===== src/rtl/if_fetch_stage.sv =====
// Instruction-fetch stage: PC, imem request, one-entry hold buffer, IF/ID register.
// Optional stall counter port `stall_cycles` enabled by defining IF_STALL_CNT_EN.
module if_fetch_stage #(
   parameter logic [31:0] RESET_PC  = 32'h0000_0000,
   parameter logic [31:0] NOP_INSTR = 32'h0000_0013
) (
   input  logic        clk,
   input  logic        rst_n,
   input  logic        pc_write,
   input  logic        if_id_write,
   input  logic        branch_taken,
   input  logic [31:0] branch_target,
   output logic        imem_req,
   output logic [31:0] imem_addr,
   input  logic        imem_ready,
   input  logic [31:0] imem_rdata,
   output logic [31:0] id_pc,
   output logic [31:0] id_instr,
   output logic        id_valid
`ifdef IF_STALL_CNT_EN
   ,
   output logic [31:0] stall_cycles
`endif
);

   typedef enum logic [1:0] {
      FETCH = 2'd0,
      HOLD  = 2'd1,
      KILL  = 2'd2
   } state_t;

   state_t      state;
   state_t      state_nxt;
   logic [31:0] pc;
   logic [31:0] pc_nxt;
   logic [31:0] hold_instr;
   logic [31:0] hold_instr_nxt;
   logic [31:0] redirect_pc;
   logic [31:0] redirect_pc_nxt;
   logic [31:0] id_pc_nxt;
   logic [31:0] id_instr_nxt;
   logic        id_valid_nxt;

   logic        advance;
   logic [31:0] target;
   logic [31:0] pc_inc;

   assign advance = pc_write & if_id_write;
   assign target  = branch_target & ~32'h3;
   assign pc_inc  = pc + 32'd4;

   // KILL keeps the stale request alive so the handshake stays intact.
   assign imem_req  = rst_n & (state != HOLD);
   assign imem_addr = pc;

   always_comb begin
      state_nxt       = state;
      pc_nxt          = pc;
      hold_instr_nxt  = hold_instr;
      redirect_pc_nxt = redirect_pc;
      id_pc_nxt       = id_pc;
      id_instr_nxt    = id_instr;
      id_valid_nxt    = id_valid;

      if (branch_taken) begin
         id_pc_nxt    = pc;
         id_instr_nxt = NOP_INSTR;
         id_valid_nxt = 1'b0;
         if (state != HOLD && !imem_ready) begin
            redirect_pc_nxt = target;
            state_nxt       = KILL;
         end else begin
            pc_nxt    = target;
            state_nxt = FETCH;
         end
      end else begin
         unique case (state)
            FETCH: begin
               if (imem_ready) begin
                  if (advance) begin
                     id_pc_nxt    = pc;
                     id_instr_nxt = imem_rdata;
                     id_valid_nxt = 1'b1;
                     pc_nxt       = pc_inc;
                  end else begin
                     hold_instr_nxt = imem_rdata;
                     state_nxt      = HOLD;
                     if (if_id_write) begin
                        id_pc_nxt    = pc;
                        id_instr_nxt = NOP_INSTR;
                        id_valid_nxt = 1'b0;
                     end
                  end
               end else if (if_id_write) begin
                  id_pc_nxt    = pc;
                  id_instr_nxt = NOP_INSTR;
                  id_valid_nxt = 1'b0;
               end
            end
            HOLD: begin
               if (advance) begin
                  id_pc_nxt    = pc;
                  id_instr_nxt = hold_instr;
                  id_valid_nxt = 1'b1;
                  pc_nxt       = pc_inc;
                  state_nxt    = FETCH;
               end
            end
            KILL: begin
               id_pc_nxt    = pc;
               id_instr_nxt = NOP_INSTR;
               id_valid_nxt = 1'b0;
               if (imem_ready) begin
                  pc_nxt    = redirect_pc;
                  state_nxt = FETCH;
               end
            end
            default: begin
               state_nxt = FETCH;
            end
         endcase
      end
   end

   always_ff @(posedge clk) begin
      if (!rst_n) begin
         state <= FETCH;
      end else begin
         state <= state_nxt;
      end
   end

   always_ff @(posedge clk) begin
      if (!rst_n) begin
         pc          <= RESET_PC;
         hold_instr  <= NOP_INSTR;
         redirect_pc <= RESET_PC;
         id_pc       <= 32'h0;
         id_instr    <= NOP_INSTR;
         id_valid    <= 1'b0;
      end else begin
         pc          <= pc_nxt;
         hold_instr  <= hold_instr_nxt;
         redirect_pc <= redirect_pc_nxt;
         id_pc       <= id_pc_nxt;
         id_instr    <= id_instr_nxt;
         id_valid    <= id_valid_nxt;
      end
   end

`ifdef IF_STALL_CNT_EN
   // A branch redirects the PC even with pc_write low, so it is not a stall.
   always_ff @(posedge clk) begin
      if (!rst_n) begin
         stall_cycles <= 32'h0;
      end else if (!pc_write && !branch_taken &&
                   stall_cycles != 32'hFFFF_FFFF) begin
         stall_cycles <= stall_cycles + 32'd1;
      end
   end
`endif

endmodule


===== config.mk =====
export PLATFORM = sky130hd
export DESIGN_NAME = if_fetch_stage
export DESIGN_NICKNAME = d
export VERILOG_FILES = /design/src/rtl/if_fetch_stage.sv
export SDC_FILE = /design/constraint.sdc
export NUM_CORES = 1
export LEC_CHECK = 0
export CAP_MARGIN = 10
export CELL_PAD_IN_SITES_DETAIL_PLACEMENT = 2
export CELL_PAD_IN_SITES_GLOBAL_PLACEMENT = 2
export CORE_ASPECT_RATIO = 1.25
export CORE_MARGIN = 1
export CORE_UTILIZATION = 31
export DETAILED_ROUTE_END_ITERATION = 7
export PLACE_DENSITY_LB_ADDON = 0.1
export RECOVER_POWER = 50
export SLEW_MARGIN = 10
export SYNTH_ARGS = -nofsm -noshare
export SYNTH_HDL_FRONTEND = slang
export SYNTH_SLANG_ARGS = --single-unit

===== constraint.sdc =====
create_clock -name clk -period 4.95 [get_ports clk]
set_input_delay 0.495 -clock clk [delete_from_list [all_inputs] [get_ports clk]]
set_output_delay 0.495 -clock clk [all_outputs]
set_load 0.01 [all_outputs]

# Yosys cells after proc, flatten, opt, wreduce, memory -nomap -nowiden
# Index checks and enable logic that the tools add are counted.
dict set report totals {
  latchBits 0
  memories 0
  out_inout_bits 98
  elab_cells 63
  ff_bits 161
  romBits 0
  in_bits 70
  mem_bits_rw 0
}
dict set report classes {
  n_shift 0
  n_reduce_logical 12
  n_addsub 1
  div_mod_pow 0
  magnitude_cmp 0
  mux 29
  multipliers 0
  eq_ne 9
  n_bitwise 5
}
# cell n
set ops {}
lappend ops {{$mux W32} 14}
lappend ops {{$pmux W32 S3} 3}
lappend ops {{$add A32 B3 Y32 const B} 1}
lappend ops {{$mux W2} 6}
lappend ops {{$ne A3 B3 Y1 const B} 4}
lappend ops {{$reduce_and A4 Y1} 3}
lappend ops {{$pmux W2 S3} 1}
lappend ops {{$reduce_and A2 Y1} 3}
lappend ops {{$mux W1} 4}
lappend ops {{$ne A2 B2 Y1 const B} 2}
lappend ops {{$reduce_bool A4 Y1} 1}
lappend ops {{$not A1 Y1} 3}
lappend ops {{$pmux W1 S3} 1}
lappend ops {{$reduce_bool A3 Y1} 1}
lappend ops {{$and A1 B1 Y1} 2}
lappend ops {{$eq A2 B1 Y1 const B} 1}
lappend ops {{$eq A2 B2 Y1 const B} 1}
lappend ops {{$logic_not A2 Y1} 1}
lappend ops {{$ne A2 B1 Y1 const B} 1}
lappend ops {{$reduce_or A2 Y1} 1}
lappend ops {{$logic_and A1 B1 Y1} 1}
lappend ops {{$logic_not A1 Y1} 1}

# Longest topological paths before layout
# Gate-level depths: netlist (run 1).
dict set report logic_depth {
  depth_word 5
  ltp_mapped 11
  depth_no_buf 7
}

# Worst setup path before layout (run 1)
# No wires, ideal clock.
dict set report synth_path {
  kind {register to register}
  start {register state[0]}
  end {register pc[30] (netlist: imem_addr[30])}
  path_stages_with_launch 11
  arrival_ns 2.006
  path_buffers 3
  setup_slack_ns 2.819
  cell_sequence {dfxtp_1 inv_1 ha_1 clkbuf_1 or2_1 buf_2 o21ai_4 and2_1 buf_8 nor4_1 o41a_1}
}
dict set report synth_between {
  elab_chain_len 4
}
# item line_no
set synth_rtl {}
lappend synth_rtl {{start: declaration} 32} ;# state_t state;
lappend synth_rtl {{start signal: assignment} 129} ;# state <= state_nxt;
lappend synth_rtl {{$ne A2 B1 Y1} 69} ;# if (state != HOLD && !imem_ready) begin
lappend synth_rtl {{$logic_and A1 B1 Y1} 69}
lappend synth_rtl {{$ne A2 B2 Y1 (no source line)} --}
lappend synth_rtl {{$reduce_and A4 Y1 (no source line)} --}
lappend synth_rtl {{end signal: assignment} 142} ;# pc <= pc_nxt;
lappend synth_rtl {{end: declaration} 34} ;# logic [31:0] pc;
# Parallel ways exist; a longest one is shown, timed or not.
# A chain may end at the register's enable or synchronous reset.

# Worst setup path after layout (run 1)
dict set report layout_path {
  start {input branch_taken}
  end {register pc[13] (netlist: imem_addr[13])}
}
dict set report layout_between {
  elab_chain_len 2
}
# item line_no
set layout_rtl {}
lappend layout_rtl {{start: declaration} 11} ;# input logic branch_taken,
lappend layout_rtl {{$ne A3 B3 Y1 (no source line), or another cell as far along} --}
lappend layout_rtl {{$reduce_and A4 Y1 (no source line)} --}
# Parallel ways exist; a longest one is shown, timed or not.

==> results of run 1 <==
-- cells by family after synthesis --
logic type                 after synthesis
buffers and inverters                   86
AOI/OAI and AO/OA                      287
other                                    1
and+or+nand+nor                        378
DFF                                    158
muxes                                    8
xor gates and xnor gates                 6
adders and majority gates                5
-- flip-flops by register name (all words and copies together) (netlist names) --
signal / flops
hold_instr: 32
id_instr: 32
id_pc: 31
imem_addr: 30
redirect_pc: 30
state: 2
id_valid: 1
-- worst register-to-register path: cells and delay by family (launching register included) --
family	cells	cell delay, ps
AND/OR/NAND/NOR	2	1010
adder cells (fa/ha/maj)	1	160
flip-flops	1	340
AO/OA/AOI/OAI	3	440
buffers and inverters	3	1030
-- layout make-up --
| cell class | count | area [sq um] |
|---|---|---|
| flip-flops and latches | 158 | 3160 |
| repair buffers | 179 | 1750 |
| fillers | 2648 | 13300 |
| clock inverters | 15 | 168 |
| well taps | 288 | 360 |
| clock buffers | 17 | 425 |
| inverters | 9 | 35.0 |
| diodes | 1 | 2.50 |
| multi-input cells | 686 | 3750 |
-- cells in the final DEF, fill, tap and decap left out, types with 3 or more instances in the layout --
master,instances
nor2b_1,3
a22oi_1,29
nor2_1,50
a21oi_1,128
o31a_1,3
o21ai_1,16
dfxtp_1,158
o21a_1,5
inv_1,7
a41oi_1,3
xor2_1,4
ha_1,5
nand3_1,14
nand4_1,7
or3_1,6
dlygate4sd3_1,97
and3_1,12
o22ai_1,7
nand2_1,248
a2bb2oi_1,3
o221ai_1,4
inv_6,8
clkbuf_16,17
a22o_1,29
a31oi_1,12
o32ai_1,3
buf_4,15
clkdlybuf4s50_1,66
nor4_1,8
mux2i_1,7
o211ai_1,7
o21ai_0,13
and3_2,4
nand2b_1,3
-- power groups by stage --
| stage | Sequential [mW] | Combinational (mW) | Clock [mW] |
|---|---|---|---|
| after detailed placement | 1.43 | 0.503 | 0 |
| after CTS | 1.41 | 0.507 | 1.38 |
| after global placement | 1.43 | 0.494 | 0 |
| after global routing | 1.41 | 0.534 | 1.44 |
| final | 1.40 | 0.484 | 1.35 |
| after floorplan | 1.42 | 0.263 | 0 |
-- path summary, 6_finish.rpt --
| kind | from | endpoint | slack [ps] | depth (start not counted) |
|---|---|---|---|---|
| max | branch_taken | imem_addr[13] | 1730 | 7 |
| max reg2reg | state[0] | imem_addr[2] | 1850 | 9 |
| min reg2reg | id_pc[22] | id_pc[22] | 450 | 2 |
| min | id_pc[22] | id_pc[22] | 450 | 2 |
-- metal layers --
metal	wire (um)	share of wire
met1	11300	0.42
met2	14100	0.53
met3	847	0.032
met4	624	0.023
met5	0	0
-- per-stage QoR --
step           hold WS (ps)  utilization  setup WS, ps  std cells  cell area [sq um]
3_3_place_gp            437        0.395          1420       1320               9060
4_1_cts                 458        0.421          1830       1352               9660
3_5_place_dp            449        0.395          1400       1320               9060
2_1_floorplan           431            -          2820        930               7270
5_1_grt                 475        0.421          1580       1353               9660
6_report                452        0.421          1730       1353               9660
==> impl_metrics.yaml, run 1 <==
outcome:
  status: "finished, violations left"
  violations: "design-rule violations, max-capacitance violations, max-slew violations"
worst_setup_path:
  crit_buf_inv: 2
  slowest_stage: "nand2_1"
  end_kind: "flop"
  crit_chain: "dlygate4sd3_1 > or2_1 > o21ai_4 > nand2_1 > buf_4 > o21ai_0 > o32ai_1"
  crit_family: "simple AND/OR/NAND/NOR gates"
  critPathKind: "primary input to flop"
  worst_path_largest_cell_delay_ps: 880
  critical_path_required_ps: 5290
  cp_max_fo: 24
  critPathArrivalTime_ps: 3550
  start_kind: "primary input"
clock_tree:
  post-cts-setup-buffer-count: 0
  clock_latency_ps: 440
  cts_resized: 0
  path_clk_slew_ps: 70
  cts_root_buf: "clkbuf_16"
  cts_inserted_buffers: 17
  tritoncts: "yes"
  hold_buffers: 0
  clockBufferDepth: 2
  cts_sinks: 158
  htree_levels: 4
synthesis:
  netlist_area_sq_um: 7270
  synthTopCellsByCount: "nand2_1 (248), dfxtp_1 (158), a21oi_1 (129)"
  yosysMostFrequentCell: "nand2_1"
  seq_area_frac_synth: 0.435
  ys_warn_count: 0
  yosys_most_used_dff: "dfxtp_1"
  yosys-mux-area-fraction: 0.0112
  syn_avg_cell_area_sq_um: 7.83
  async_flop_share: 0
  synth_xor_area_frac: 0.00723
  yosysTopAreaCell: "dfxtp_1"
  synth_seq_cells: 158
  synth_edf_count: 0
  ys_top_cells_by_area: "dfxtp_1 (44%), nand2_1 (13%), a21oi_1 (8.9%), a22o_1 (3.5%), clkbuf_1 (3.1%)"
  synthAdderAreaFrac: 0.00861
  netlist.area_leader.share: 0.435
  synth-compound-area-share: 0.252
  synth_cells: 929
  synth.distinct_cells: 74
  yosys.area_share.simple: 0.233
  synth_top_family_by_area: "compound AO/OA/AOI/OAI gates"
sta:
  worst_slew_pin_slew_ps: 1710
  grt_setup_unrepaired: "false"
  tns_ps: 0
  finalHoldViolCount: 0
  skew_ps: 16.2
  period_minus_slack_ps: 3220
  fin_crit_sh: 0.650
  max_slew_margin: -0.139
  setup_viol: 0
  drv_slew: 33
  fmax_ghz: 0.311
die:
  die_h_um: 173
  initial_utilization: 0.317
  fp.dieArea_sq_um: 24100
  core_region_area_sq_um: 23000
  io_pins: 168
  die-width_um: 139
  rows: 62
pwr:
  power.density_nw_per_um2: 336
  power_frac_seq: 0.433
  leakage_nw: 3.66
  comb_power_share: 0.149
  p_sw_frac: 0.305
  totalPowerFinal_mw: 3.24
  clockPowerShare: 0.418
  p_int_mw: 2.25
  p_sw_uw: 989
  ir_drop_mv: 0.255
global_routing:
  grt_first_pass_wirelength_mm: 43.5
  grt_pass1_vias: 7849
  grt_use_total: 0.230
  use_met2: 0.426
  grt_use_met3: 0.0378
  busiest_layer: "met2"
  antenna_found_initial: 1
  grt_max_degree: 65
  overflow: 0
  met1_usage: 0.259
run:
  cap_violations: 1
cells_and_area:
  drive_above_1_share: 0.0677
  syn2layout_area_growth_pct: 32.8
  finish.net_count: 1126
routing:
  first_iter_violations: 270
  final_antenna_net_count: 0
  drt_pass1_iterations: 8
  via_count: 7303
  wl_mm: 26.8
  drc: 3
  vias_per_cell: 5.40
  avgRoutedWirePerCell_um: 19.8
worst_hold_path:
  holdCritPathClass: "flop to flop"
place:
  place_congestion: 0.760
  portBuffers: 163
  post-dp-hpwl_mm: 17.5
Power figures use the tool's default switching activity.
==> run 2: changes to the inputs <==
- CORE_UTILIZATION: 31 -> 29
- clock period: 4.95 -> 3.1 ns (I/O delays scaled with it)
==> run 2 against run 1 <==
Compared with the run above:
- the flow now finishes without violations
- via count is 1.8% higher
- utilization is 2.3 points lower
- hold slack worse by 2.6 ps
- cell area is 1.2% higher
- sequential cell count stayed put
- count of clock-buffer cells in the layout stayed put
- largest power group unchanged
==> impl_metrics.yaml, run 2 (synthesized netlist as in run 1, its figures left out) <==
outcome:
  status: "completed"
sta:
  whs_ps: 449
  worst_slew_pin_slew_ps: 1210
  tns_ps: 0
  skew_ps: 9.42
  period_minus_slack_ps: 2580
  drv_slew: 0
  max_slew_margin: 0.192
  fin_crit_sh: 0.833
  grt_setup_unrepaired: "false"
  finalHoldViolCount: 0
  fmax_ghz: 0.387
  setup_viol: 0
cells_and_area:
  reg_top3: "hold_instr x32, id_instr x32, id_pc x31"
  layout_commonest_cell: "nand2_1"
  finish.net_count: 1142
  diodes: 0
  drive_above_1_share: 0.0787
  final_cell_mix: "nand2_1 (248), dfxtp_1 (158), a21oi_1 (128)"
  syn2layout_area_growth_pct: 34.4
routing:
  first_iter_violations: 224
  drc: 0
  drt_pass1_iterations: 4
  wl_mm: 27.3
  vias_per_cell: 5.27
  avgRoutedWirePerCell_um: 19.4
  via_count: 7432
  final_antenna_net_count: 0
clock_tree:
  cts_inserted_buffers: 17
  post-cts-setup-buffer-count: 0
  cts_resized: 0
  cts_root_buf: "clkbuf_16"
  hold_buffers: 0
  tritoncts: "yes"
  cts_sinks: 158
  clockBufferDepth: 2
  clock_latency_ps: 430
  htree_levels: 4
  path_clk_slew_ps: 80
worst_setup_path:
  cp-startpoint: "branch_taken"
  end_kind: "flop"
  rr_startpoint: "state[1]"
  critPathKind: "primary input to flop"
  start_kind: "primary input"
  critPathArrivalTime_ps: 2930
  cp_max_fo: 26
  critical_path_required_ps: 3450
global_routing:
  grt_max_degree: 56
  grt_first_pass_wirelength_mm: 43.5
  antenna_found_initial: 1
  grt_pass1_vias: 7958
  overflow: 0
  grt_use_total: 0.220
place:
  post-dp-hpwl_mm: 18.3
  portBuffers: 163
  place_congestion: 0.726
pwr:
  ir_drop_mv: 0.377
  leakage_nw: 3.71
  power.density_nw_per_um2: 519
die:
  die_h_um: 179
  fp.dieArea_sq_um: 25700
  initial_utilization: 0.296
  die-width_um: 144
  core_region_area_sq_um: 24600
  io_pins: 168
  rows: 64
worst_hold_path:
  min-delay-start: "id_pc[16]"
  holdCritPathClass: "flop to flop"
run:
  cap_violations: 0
-- run 2: cell count changes in the layout (fill, tap and decap cells not counted), sizes merged --
| cell | previous run | this run |
|---|---|---|
| buf | 15 | 26 |
| clkbuf | 18 | 23 |
| clkdlybuf4s50 | 66 | 69 |
| clkinv | 4 | 7 |
| dlygate4sd3 | 97 | 94 |
| inv | 18 | 16 |
| bufinv | 1 | 0 |
| diode | 1 | 0 |
-- run 2: stage by stage --
stage / instances / utilization / worst slack, ps / power, mW / cell area (sq um)
6_report: 1410 / 0.397 / 517 / 5.07 / 9770
5_1_grt: 1410 / 0.397 / 261 / 5.30 / 9770
2_1_floorplan: 930 / - / 969 / 2.69 / 7270
3_3_place_gp: 1378 / 0.376 / 721 / 3.10 / 9240
4_1_cts: 1410 / 0.398 / 672 / 5.18 / 9790
3_5_place_dp: 1378 / 0.376 / 630 / 3.12 / 9240
-- run 2: routing by layer --
layer | track usage | vias to the layer above | wire length [um]
met4 | 0.0634 | 2 | 389
met2 | 0.410 | 137 | 14400
met5 | 0 | - | 10
met3 | 0.0353 | 23 | 878
li1 | - | 3531 | -
met1 | 0.256 | 3739 | 11600
-- run 2: area by class of cell --
class	count	area (sq um)
clock buffer	17	425
clock inverter	15	129
fill	2815	14800
inverter	9	35.0
multi-input combinational	686	3750
sequential	158	3160
tap	330	413
timing repair buffer	195	1850
-- run 2: critical path, cell delays in order --
cell           delay, ps
dlygate4sd3_1        570
buf_4                260
inv_2                 50
buf_4                250
nor3_1               240
clkbuf_1             920
nand2_1              150
a21oi_1              170
-- run 2: power by group --
part	total, mW	internal (mW)	switching (mW)
sequential	2.22	2.13	0.0959
clock	2.04	1.06	0.984
combinational	0.807	0.333	0.473
total	5.07	3.52	1.55
-- run 2: worst paths after layout --
kind                           to  slack, ps  cells after the start
setup / recovery  redirect_pc[31]        520                      8
hold / removal          id_pc[16]        450                      2
setup reg to reg  redirect_pc[31]        630                      6
hold reg to reg         id_pc[16]        450                      2
